--- config.mk ---
export PLATFORM = sky130hd
export DESIGN_NAME = seq_divider
export DESIGN_NICKNAME = d
export VERILOG_FILES = /design/src/rtl/seq_divider.sv
export SDC_FILE = /design/constraint.sdc
export NUM_CORES = 1
export LEC_CHECK = 0
export ABC_CLOCK_PERIOD_IN_PS = 2600
export BUFFER_PORTS_ARGS = -buffer_cell sky130_fd_sc_hd__buf_4
export CORE_MARGIN = 2
export CORE_UTILIZATION = 55
export CTS_CLUSTER_SIZE = 28
export DETAILED_ROUTE_END_ITERATION = 10
export GPL_ROUTABILITY_DRIVEN = 0
export PLACE_DENSITY_LB_ADDON = 0.25
export SLEW_MARGIN = 30
export SYNTH_ARGS = -nofsm -noshare
export SYNTH_HDL_FRONTEND = slang
export SYNTH_SLANG_ARGS = --single-unit
--- constraint.sdc ---
create_clock -name clock -period 2.6 [get_ports clock]
set_input_delay 0.26 -clock clock [delete_from_list [all_inputs] [get_ports clock]]
set_output_delay 0.26 -clock clock [all_outputs]
set_load 0.01 [all_outputs]
--- src/rtl/seq_divider.sv ---
// rtl/seq_divider.sv - iterative restoring divider, one quotient bit per clock
//
// Ports:
//   clock       rising-edge system clock
//   reset       synchronous, active-high
//   start       request a division (taken in IDLE or DONE, ignored in RUN)
//   dividend    numerator, latched on the accepting edge
//   divisor     denominator, latched on the accepting edge
//   busy        high while iterating
//   done        one-cycle pulse, results valid from this cycle on
//   quotient    result quotient
//   remainder   result remainder
//   div_by_zero set with done when the latched divisor was zero
//
// Optional: define SEQ_DIVIDER_SIGNED_EN for two's-complement operands.
module seq_divider #(
    parameter int WIDTH = 8
) (
    input  logic             clock,
    input  logic             reset,
    input  logic             start,
    input  logic [WIDTH-1:0] dividend,
    input  logic [WIDTH-1:0] divisor,
    output logic             busy,
    output logic             done,
    output logic [WIDTH-1:0] quotient,
    output logic [WIDTH-1:0] remainder,
    output logic             div_by_zero
);

    localparam int CW = $clog2(WIDTH + 1);

    typedef enum logic [1:0] {
        S_IDLE = 2'd0,
        S_RUN  = 2'd1,
        S_DONE = 2'd2
    } state_t;

    state_t           state;
    state_t           state_nxt;
    logic [WIDTH-1:0] dvs_q;
    logic [CW-1:0]    count;

    logic             accept;
    logic             zero_div;
    logic             last_iter;
    logic [WIDTH-1:0] a_mag;
    logic [WIDTH-1:0] b_mag;
    logic [WIDTH:0]   partial;
    logic             take;
    logic [WIDTH-1:0] rem_step;
    logic [WIDTH-1:0] quo_step;
    logic [WIDTH-1:0] quo_fix;
    logic [WIDTH-1:0] rem_fix;

`ifdef SEQ_DIVIDER_SIGNED_EN
    logic             q_neg;
    logic             r_neg;
`endif

    assign accept    = start && ((state == S_IDLE) || (state == S_DONE));
    assign zero_div  = (divisor == '0);
    assign last_iter = (count == CW'(WIDTH - 1));

`ifdef SEQ_DIVIDER_SIGNED_EN
    // Iterate on magnitudes; the most-negative value's magnitude still fits
    // in WIDTH unsigned bits.
    assign a_mag = dividend[WIDTH-1] ? (-dividend) : dividend;
    assign b_mag = divisor[WIDTH-1]  ? (-divisor)  : divisor;
`else
    assign a_mag = dividend;
    assign b_mag = divisor;
`endif

    // The quotient register doubles as the dividend shifter: its MSB is the
    // next dividend bit, and quotient bits enter from the bottom.
    assign partial  = {remainder, quotient[WIDTH-1]};
    assign take     = (partial >= {1'b0, dvs_q});
    // When take is set the true difference is below dvs_q, so WIDTH bits suffice.
    assign rem_step = take ? (partial[WIDTH-1:0] - dvs_q) : partial[WIDTH-1:0];
    assign quo_step = {quotient[WIDTH-2:0], take};

`ifdef SEQ_DIVIDER_SIGNED_EN
    // Sign fix-up folded into the final iteration so latency is unchanged.
    assign quo_fix = q_neg ? (-quo_step) : quo_step;
    assign rem_fix = r_neg ? (-rem_step) : rem_step;
`else
    assign quo_fix = quo_step;
    assign rem_fix = rem_step;
`endif

    // State register
    always_ff @(posedge clock) begin
        if (reset) begin
            state <= S_IDLE;
        end else begin
            state <= state_nxt;
        end
    end

    // Next-state logic
    always_comb begin
        state_nxt = state;
        case (state)
            S_IDLE: begin
                if (start) begin
                    state_nxt = zero_div ? S_DONE : S_RUN;
                end
            end
            S_RUN: begin
                if (last_iter) begin
                    state_nxt = S_DONE;
                end
            end
            S_DONE: begin
                if (start) begin
                    state_nxt = zero_div ? S_DONE : S_RUN;
                end else begin
                    state_nxt = S_IDLE;
                end
            end
            default: state_nxt = S_IDLE;
        endcase
    end

    // Output decode; driven only from state flops
    always_comb begin
        busy = 1'b0;
        done = 1'b0;
        case (state)
            S_RUN:   busy = 1'b1;
            S_DONE:  done = 1'b1;
            default: ;
        endcase
    end

    // Datapath
    always_ff @(posedge clock) begin
        if (reset) begin
            dvs_q       <= '0;
            count       <= '0;
            quotient    <= '0;
            remainder   <= '0;
            div_by_zero <= 1'b0;
`ifdef SEQ_DIVIDER_SIGNED_EN
            q_neg       <= 1'b0;
            r_neg       <= 1'b0;
`endif
        end else if (accept) begin
            dvs_q       <= b_mag;
            count       <= '0;
            div_by_zero <= zero_div;
`ifdef SEQ_DIVIDER_SIGNED_EN
            q_neg       <= dividend[WIDTH-1] ^ divisor[WIDTH-1];
            r_neg       <= dividend[WIDTH-1];
`endif
            if (zero_div) begin
                // Skips RUN: the final result is loaded directly.
                quotient  <= '1;
                remainder <= dividend;
            end else begin
                quotient  <= a_mag;
                remainder <= '0;
            end
        end else if (state == S_RUN) begin
            count <= count + CW'(1);
            if (last_iter) begin
                quotient  <= quo_fix;
                remainder <= rem_fix;
            end else begin
                quotient  <= quo_step;
                remainder <= rem_step;
            end
        end
    end

endmodule
==> flow_metrics.env, run 1 <==
export IMPL_antenna_found_initial=0
export IMPL_critPathKind="reg2reg"
export IMPL_cts_buffer_depth=2
export IMPL_power_leakage_nw=0.924
export IMPL_p_per_area_nw_per_um2=586
export IMPL_fp_dieArea_sq_um=4080
export IMPL_hpwl_um=3790
export IMPL_hold_depth=3
export IMPL_netSwitchingPower_mw=0.477
export IMPL_ant_nets=0
export IMPL_design_power_total_mw=1.37
export IMPL_final_common_cell="buf_4"
export IMPL_cts_made_buffers=5
export IMPL_coreArea_sq_um=3390
export IMPL_cts_sinks=31
export IMPL_cts_htree_levels=2
export IMPL_final_nets=318
export IMPL_rsz0062_at_grt="no"
export IMPL_vias=2005
export IMPL_drv_cap=0
export IMPL_ctsHoldBuffers=0
export IMPL_cp_max_fo=4
export IMPL_critPathRequiredTime_ns=2.88
export IMPL_ctsRootBufferMaster="clkbuf_4"
export IMPL_synth_enable_flop_cells=0
export IMPL_netlist_area_sq_um=1970
export IMPL_synthArstFlopShare_pct=0
export IMPL_drc=0
export IMPL_fmax_mhz=467
export IMPL_grt_overflow=0
export IMPL_tns_ns=0
export IMPL_critPathLaunchType="register"
export IMPL_viasPerCell=5.99
export IMPL_p_int_mw=0.893
export IMPL_drive_above_1_share_pct=18.0
export IMPL_ioPinCount=38
export IMPL_pre_cts_ws_ns=0.514
export IMPL_combPwrFrac_pct=33.2
export IMPL_synth_nets=284
export IMPL_end_kind="register"
export IMPL_track_usage_pct=26.8
export IMPL_clockPowerShare_pct=27.4
export IMPL_chipWidth_um=63.9
export IMPL_die_y_um=63.9
export IMPL_layout_common_cells="buf_4, dfxtp_1, nor2_1"
export IMPL_synth_cell_types=48
export IMPL_finalHoldViolations=0
export IMPL_synth_ff_type="dfxtp_1"
export IMPL_yosysSeqAreaShare_pct=31.5
export IMPL_syn_area_per_cell_sq_um=7.73
export IMPL_insertedDiodeCount=0
export IMPL_port_buffers=37
export IMPL_area_delta_synth_final_pct=18.7
export IMPL_grt_max_degree=33
export IMPL_critPathArrivalTime_ns=2.42
export IMPL_grt_pass1_vias=1888
export IMPL_reg2reg_depth=8
export IMPL_start_util_pct=58.2
export IMPL_routed_wl_um=5020
export IMPL_cts_resized=0
export IMPL_clk_pin_slew_ns=0.10
export IMPL_tightest_slew_ns=0.575
export IMPL_max_vdd_ir_drop_mv=0.302
export IMPL_relSlewSlack_pct=61.5
export IMPL_worstHoldPathType="in2reg"
export IMPL_drt_iter0_markers=102
export IMPL_rows=21
export IMPL_syn_inst=255
export IMPL_sw_frac_of_total_pct=34.8
export IMPL_clk_insertion_delay_late_ns=0.34
export IMPL_status="finished, final reports clean"
export IMPL_cts_tree="done"
export IMPL_wl_per_cell_um=15.0
export IMPL_post_cts_setup_buffers=0
export IMPL_p_seq_share_pct=39.4
export IMPL_fin_worst_skew_ns=0.00636
export IMPL_finalCriticalPeriod_ns=2.14
export IMPL_period_share_pct=82.3
export IMPL_yosys_warnings=0
export IMPL_synth_seq_cells=31
export IMPL_drv_slew=0
export IMPL_fin_ws_ns=0.459
export IMPL_setup_viol=0
export IMPL_grt_pass1_wl_um=8680
export IMPL_drt_first_pass_iters=5
## routing by layer
layer	GRT usage (%)	vias to the layer above	share of wire, %
li1	-	1008	-
met1	34.2	934	46
met2	44.3	58	47
met3	6.16	5	5.6
met4	9.24	0	1.2
met5	0	-	0
## flip-flops by register name, indices dropped and copies added (netlist names)
signal       flops
dvs_q            8
div_by_zero      1
state            2
remainder        8
quotient         8
count            4
## stage by stage
stage | instances | instance area [sq um] | hold WS, ns | util [%]
4_1_cts | 335 | 2340 | 0.153 | 69.0
6_report | 335 | 2340 | 0.165 | 69.0
5_1_grt | 335 | 2340 | 0.161 | 69.0
2_1_floorplan | 255 | 1970 | 0.396 | -
3_5_place_dp | 328 | 2270 | 0.447 | 66.9
3_3_place_gp | 328 | 2270 | 0.443 | 66.9
## critical path, stage by stage, from the launching register on
cell	delay [ns]
dfxtp_1	0.37
inv_1	0.07
ha_1	0.24
fa_1	0.39
nand2b_1	0.20
a2111o_1	0.42
o311ai_0	0.11
nand4_1	0.14
a31oi_1	0.15
## final cells by class
class | count | area (sq um)
Clock inverter | 1 | 30.0
Clock buffer | 6 | 41.3
Timing Repair Buffer | 41 | 308
Tap cell | 46 | 57.6
Inverter | 18 | 67.6
Multi-Input combinational cell | 192 | 1210
Fill cell | 307 | 1050
Sequential cell | 31 | 621
## final timing paths
check / start / end / slack (ns)
worst max-delay path: quotient[7] / remainder[6] / 0.46
worst min-delay path: divisor[3] / dvs_q[3] / 0.17
worst max register to register: quotient[7] / remainder[6] / 0.46
worst min register to register: dvs_q[5] / dvs_q[5] / 0.46
## cells in the mapped netlist, types with 5 or more instances
library cell	instances	area, sq um
a211oi_1	8	60.1
ha_1	9	113
o22ai_1	9	56.3
nor2b_1	5	31.3
a22oi_1	7	52.6
nand2_1	27	101
nor2_1	29	109
nand3_1	5	25.0
a21oi_1	16	80.1
inv_1	18	67.6
nand2b_1	7	43.8
o21ai_0	8	40.0
nor3_1	5	25.0
clkbuf_1	6	22.5
o221ai_1	5	43.8
dfxtp_1	31	621
buf_2	7	35.0
## kinds of logic (layout without fill, tap and decap cells)
logic type / Yosys count / in the layout / share of synthesized area [%]
xor+xnor: 4 / 4 / 1.78
compound gates: 83 / 83 / 30.1
flops: 31 / 31 / 31.5
fa+ha+maj: 10 / 10 / 6.73
simple gates: 95 / 95 / 23.0
buf+inv: 32 / 66 / 6.92
## power by group through the flow
stage,clock (mW),sequential [mW],combinational [mW]
CTS,0.382,0.540,0.448
finish,0.375,0.540,0.455
global route,0.399,0.545,0.503
global placement,0,0.550,0.446
detailed placement,0,0.551,0.448
floorplan,0,0.556,0.302
Power figures use the tool's default switching activity.
==> inputs of run 2 (changes only) <==
ABC_CLOCK_PERIOD_IN_PS = 1700   (was 2600)
CORE_UTILIZATION = 50   (was 55)
clock period = 1.7 ns   (was 2.6 ns; I/O delays follow)
==> run 2 against run 1 <==
- the flow now finishes with violations (negative setup slack)
- sequential power rose by 54%
- register-to-register slack got worse by 0.75 ns
- cell count rose by 16%
- hold slack got worse by 0.041 ns
- die area rose by 9.4%
- setup slack got worse by 0.75 ns
- via count rose by 31%
- combinational power rose to 2.9 times the previous value
- flip-flop and latch count did not move
- sequential share of layout area fell by 6.2 points
- global-route usage rose by 6.2 points
==> flow_metrics.env, run 2 (same netlist as run 1, synthesis figures left out) <==
export IMPL_die_y_um=66.8
export IMPL_routed_wl_um=8100
export IMPL_viasPerCell=6.76
export IMPL_drv_cap=0
export IMPL_ctsHoldBuffers=0
export IMPL_cp_num_cells=8
export IMPL_clk_insertion_delay_late_ns=0.30
export IMPL_vias=2628
export IMPL_chipWidth_um=66.8
export IMPL_critPathLaunchType="register"
export IMPL_reg_top3="dvs_q (8), quotient (8), remainder (8)"
export IMPL_start_util_pct=53.1
export IMPL_clk_pin_slew_ns=0.07
export IMPL_tightest_slew_ns=0.756
export IMPL_ctsRootBufferMaster="clkbuf_8"
export IMPL_relSlewSlack_pct=49.4
export IMPL_cts_tree="done"
export IMPL_final_nets=369
export IMPL_finalCriticalPeriod_ns=2.00
export IMPL_layout_common_cells="buf_4, nor2_1, nand2_1"
export IMPL_ioPinCount=38
export IMPL_violations="negative setup slack"
export IMPL_coreArea_sq_um=3720
export IMPL_power_leakage_nw=1.26
export IMPL_status="finished, violations left"
export IMPL_hold_depth=3
export IMPL_rows=22
export IMPL_wl_per_cell_um=20.8
export IMPL_critPathArrivalTime_ns=2.18
export IMPL_reg2reg_depth=8
export IMPL_rsz0062_at_grt="yes"
export IMPL_drc=0
export IMPL_p_per_area_nw_per_um2=906
export IMPL_drv_slew=0
export IMPL_grt_overflow=0
export IMPL_area_delta_synth_final_pct=57.5
export IMPL_fp_dieArea_sq_um=4460
export IMPL_pre_cts_ws_ns=-0.209
export IMPL_port_buffers=37
export IMPL_crit_chain="inv_2 > ha_2 > or2_4 > a211oi_4 > buf_4 > o311a_4 > o21ai_4 > o311a_1"
export IMPL_cts_made_buffers=5
export IMPL_cts_sinks=31
export IMPL_fin_ws_ns=-0.296
export IMPL_cp_slowest_stage_delay_ns=0.34
export IMPL_max_vdd_ir_drop_mv=0.740
export IMPL_worstHoldPathType="in2reg"
export IMPL_ant_nets=0
export IMPL_grt_max_degree=21
export IMPL_slowest_stage="dfxtp_2"
export IMPL_hpwl_um=4580
export IMPL_track_usage_pct=33.0
export IMPL_critPathRequiredTime_ns=1.89
export IMPL_insertedDiodeCount=0
export IMPL_crit_buf_inv=2
export IMPL_fin_worst_skew_ns=0.00470
export IMPL_path_delay_family="compound AO/OA/AOI/OAI gates"
export IMPL_fmax_mhz=501
export IMPL_grt_pass1_vias=2246
export IMPL_cts_buffer_depth=2
export IMPL_finalHoldViolations=0
export IMPL_final_common_cell="buf_4"
export IMPL_cts_htree_levels=2
export IMPL_drt_iter0_markers=430
export IMPL_cp_max_fo=5
export IMPL_antenna_found_initial=0
export IMPL_setup_viol=9
export IMPL_critPathKind="reg2reg"
export IMPL_end_kind="register"
export IMPL_tns_ns=-1.77
export IMPL_drt_first_pass_iters=6
export IMPL_period_share_pct=117
export IMPL_grt_pass1_wl_um=10800
export IMPL_drive_above_1_share_pct=45.2
-- run 2: stage by stage --
step / hold WS, ns / power [mW] / utilization (%) / std cells / area [sq um]
after CTS: 0.122 / 2.56 / 78.2 / 387 / 2910
after global routing: 0.132 / 2.90 / 83.6 / 389 / 3110
after global placement: 0.431 / 1.74 / 70.7 / 371 / 2630
after floorplan: 0.306 / 1.35 / - / 255 / 2020
after detailed placement: 0.437 / 1.75 / 70.7 / 371 / 2630
final: 0.124 / 2.81 / 83.6 / 389 / 3110
-- run 2: timing repair --
item | in CTS | in global routing
pin swaps | 19 | 17
endpoints found under the hold margin | 0 | 0
resized for setup | 25 | 32
buffers inserted | 8 | 3
setup endpoints to repair | 9 | 9
-- run 2: report_power, final --
group | internal [mW] | total (mW) | switching [mW]
logic | 0.605 | 1.30 | 0.697
registers | 0.782 | 0.831 | 0.0484
clock network | 0.368 | 0.681 | 0.313
total | 1.76 | 2.81 | 1.06
-- run 2: cell type report --
class | instances | area, sq um
Multi-Input combinational cell | 192 | 1530
Timing Repair Buffer | 92 | 709
Sequential cell | 31 | 632
Fill cell | 209 | 611
Clock buffer | 7 | 96.3
Inverter | 18 | 67.6
Tap cell | 48 | 60.1
Clock inverter | 1 | 7.51
-- run 2: worst paths after layout --
kind | slack, ns | startpoint | to
worst max-delay path | -0.30 | dvs_q[1] | remainder[0]
worst min-delay path | 0.12 | divisor[3] | dvs_q[3]
worst max register to register | -0.30 | dvs_q[1] | remainder[0]
worst min register to register | 0.46 | dvs_q[7] | dvs_q[7]
-- run 2: layer usage --
metal,up-vias,global-route usage [%],part of all wire [%]
met5,-,0,0
met3,71,7.60,10
met2,239,55.3,46
met4,0,16.6,6.8
li1,1117,-,-
met1,1201,39.4,36
-- run 2: worst reg2reg max path, stage by stage (launching register included) --
cell	delay [ns]
dfxtp_2	0.34
inv_2	0.03
ha_2	0.15
or2_4	0.28
a211oi_4	0.26
buf_4	0.19
o311a_4	0.24
o21ai_4	0.11
o311a_1	0.30
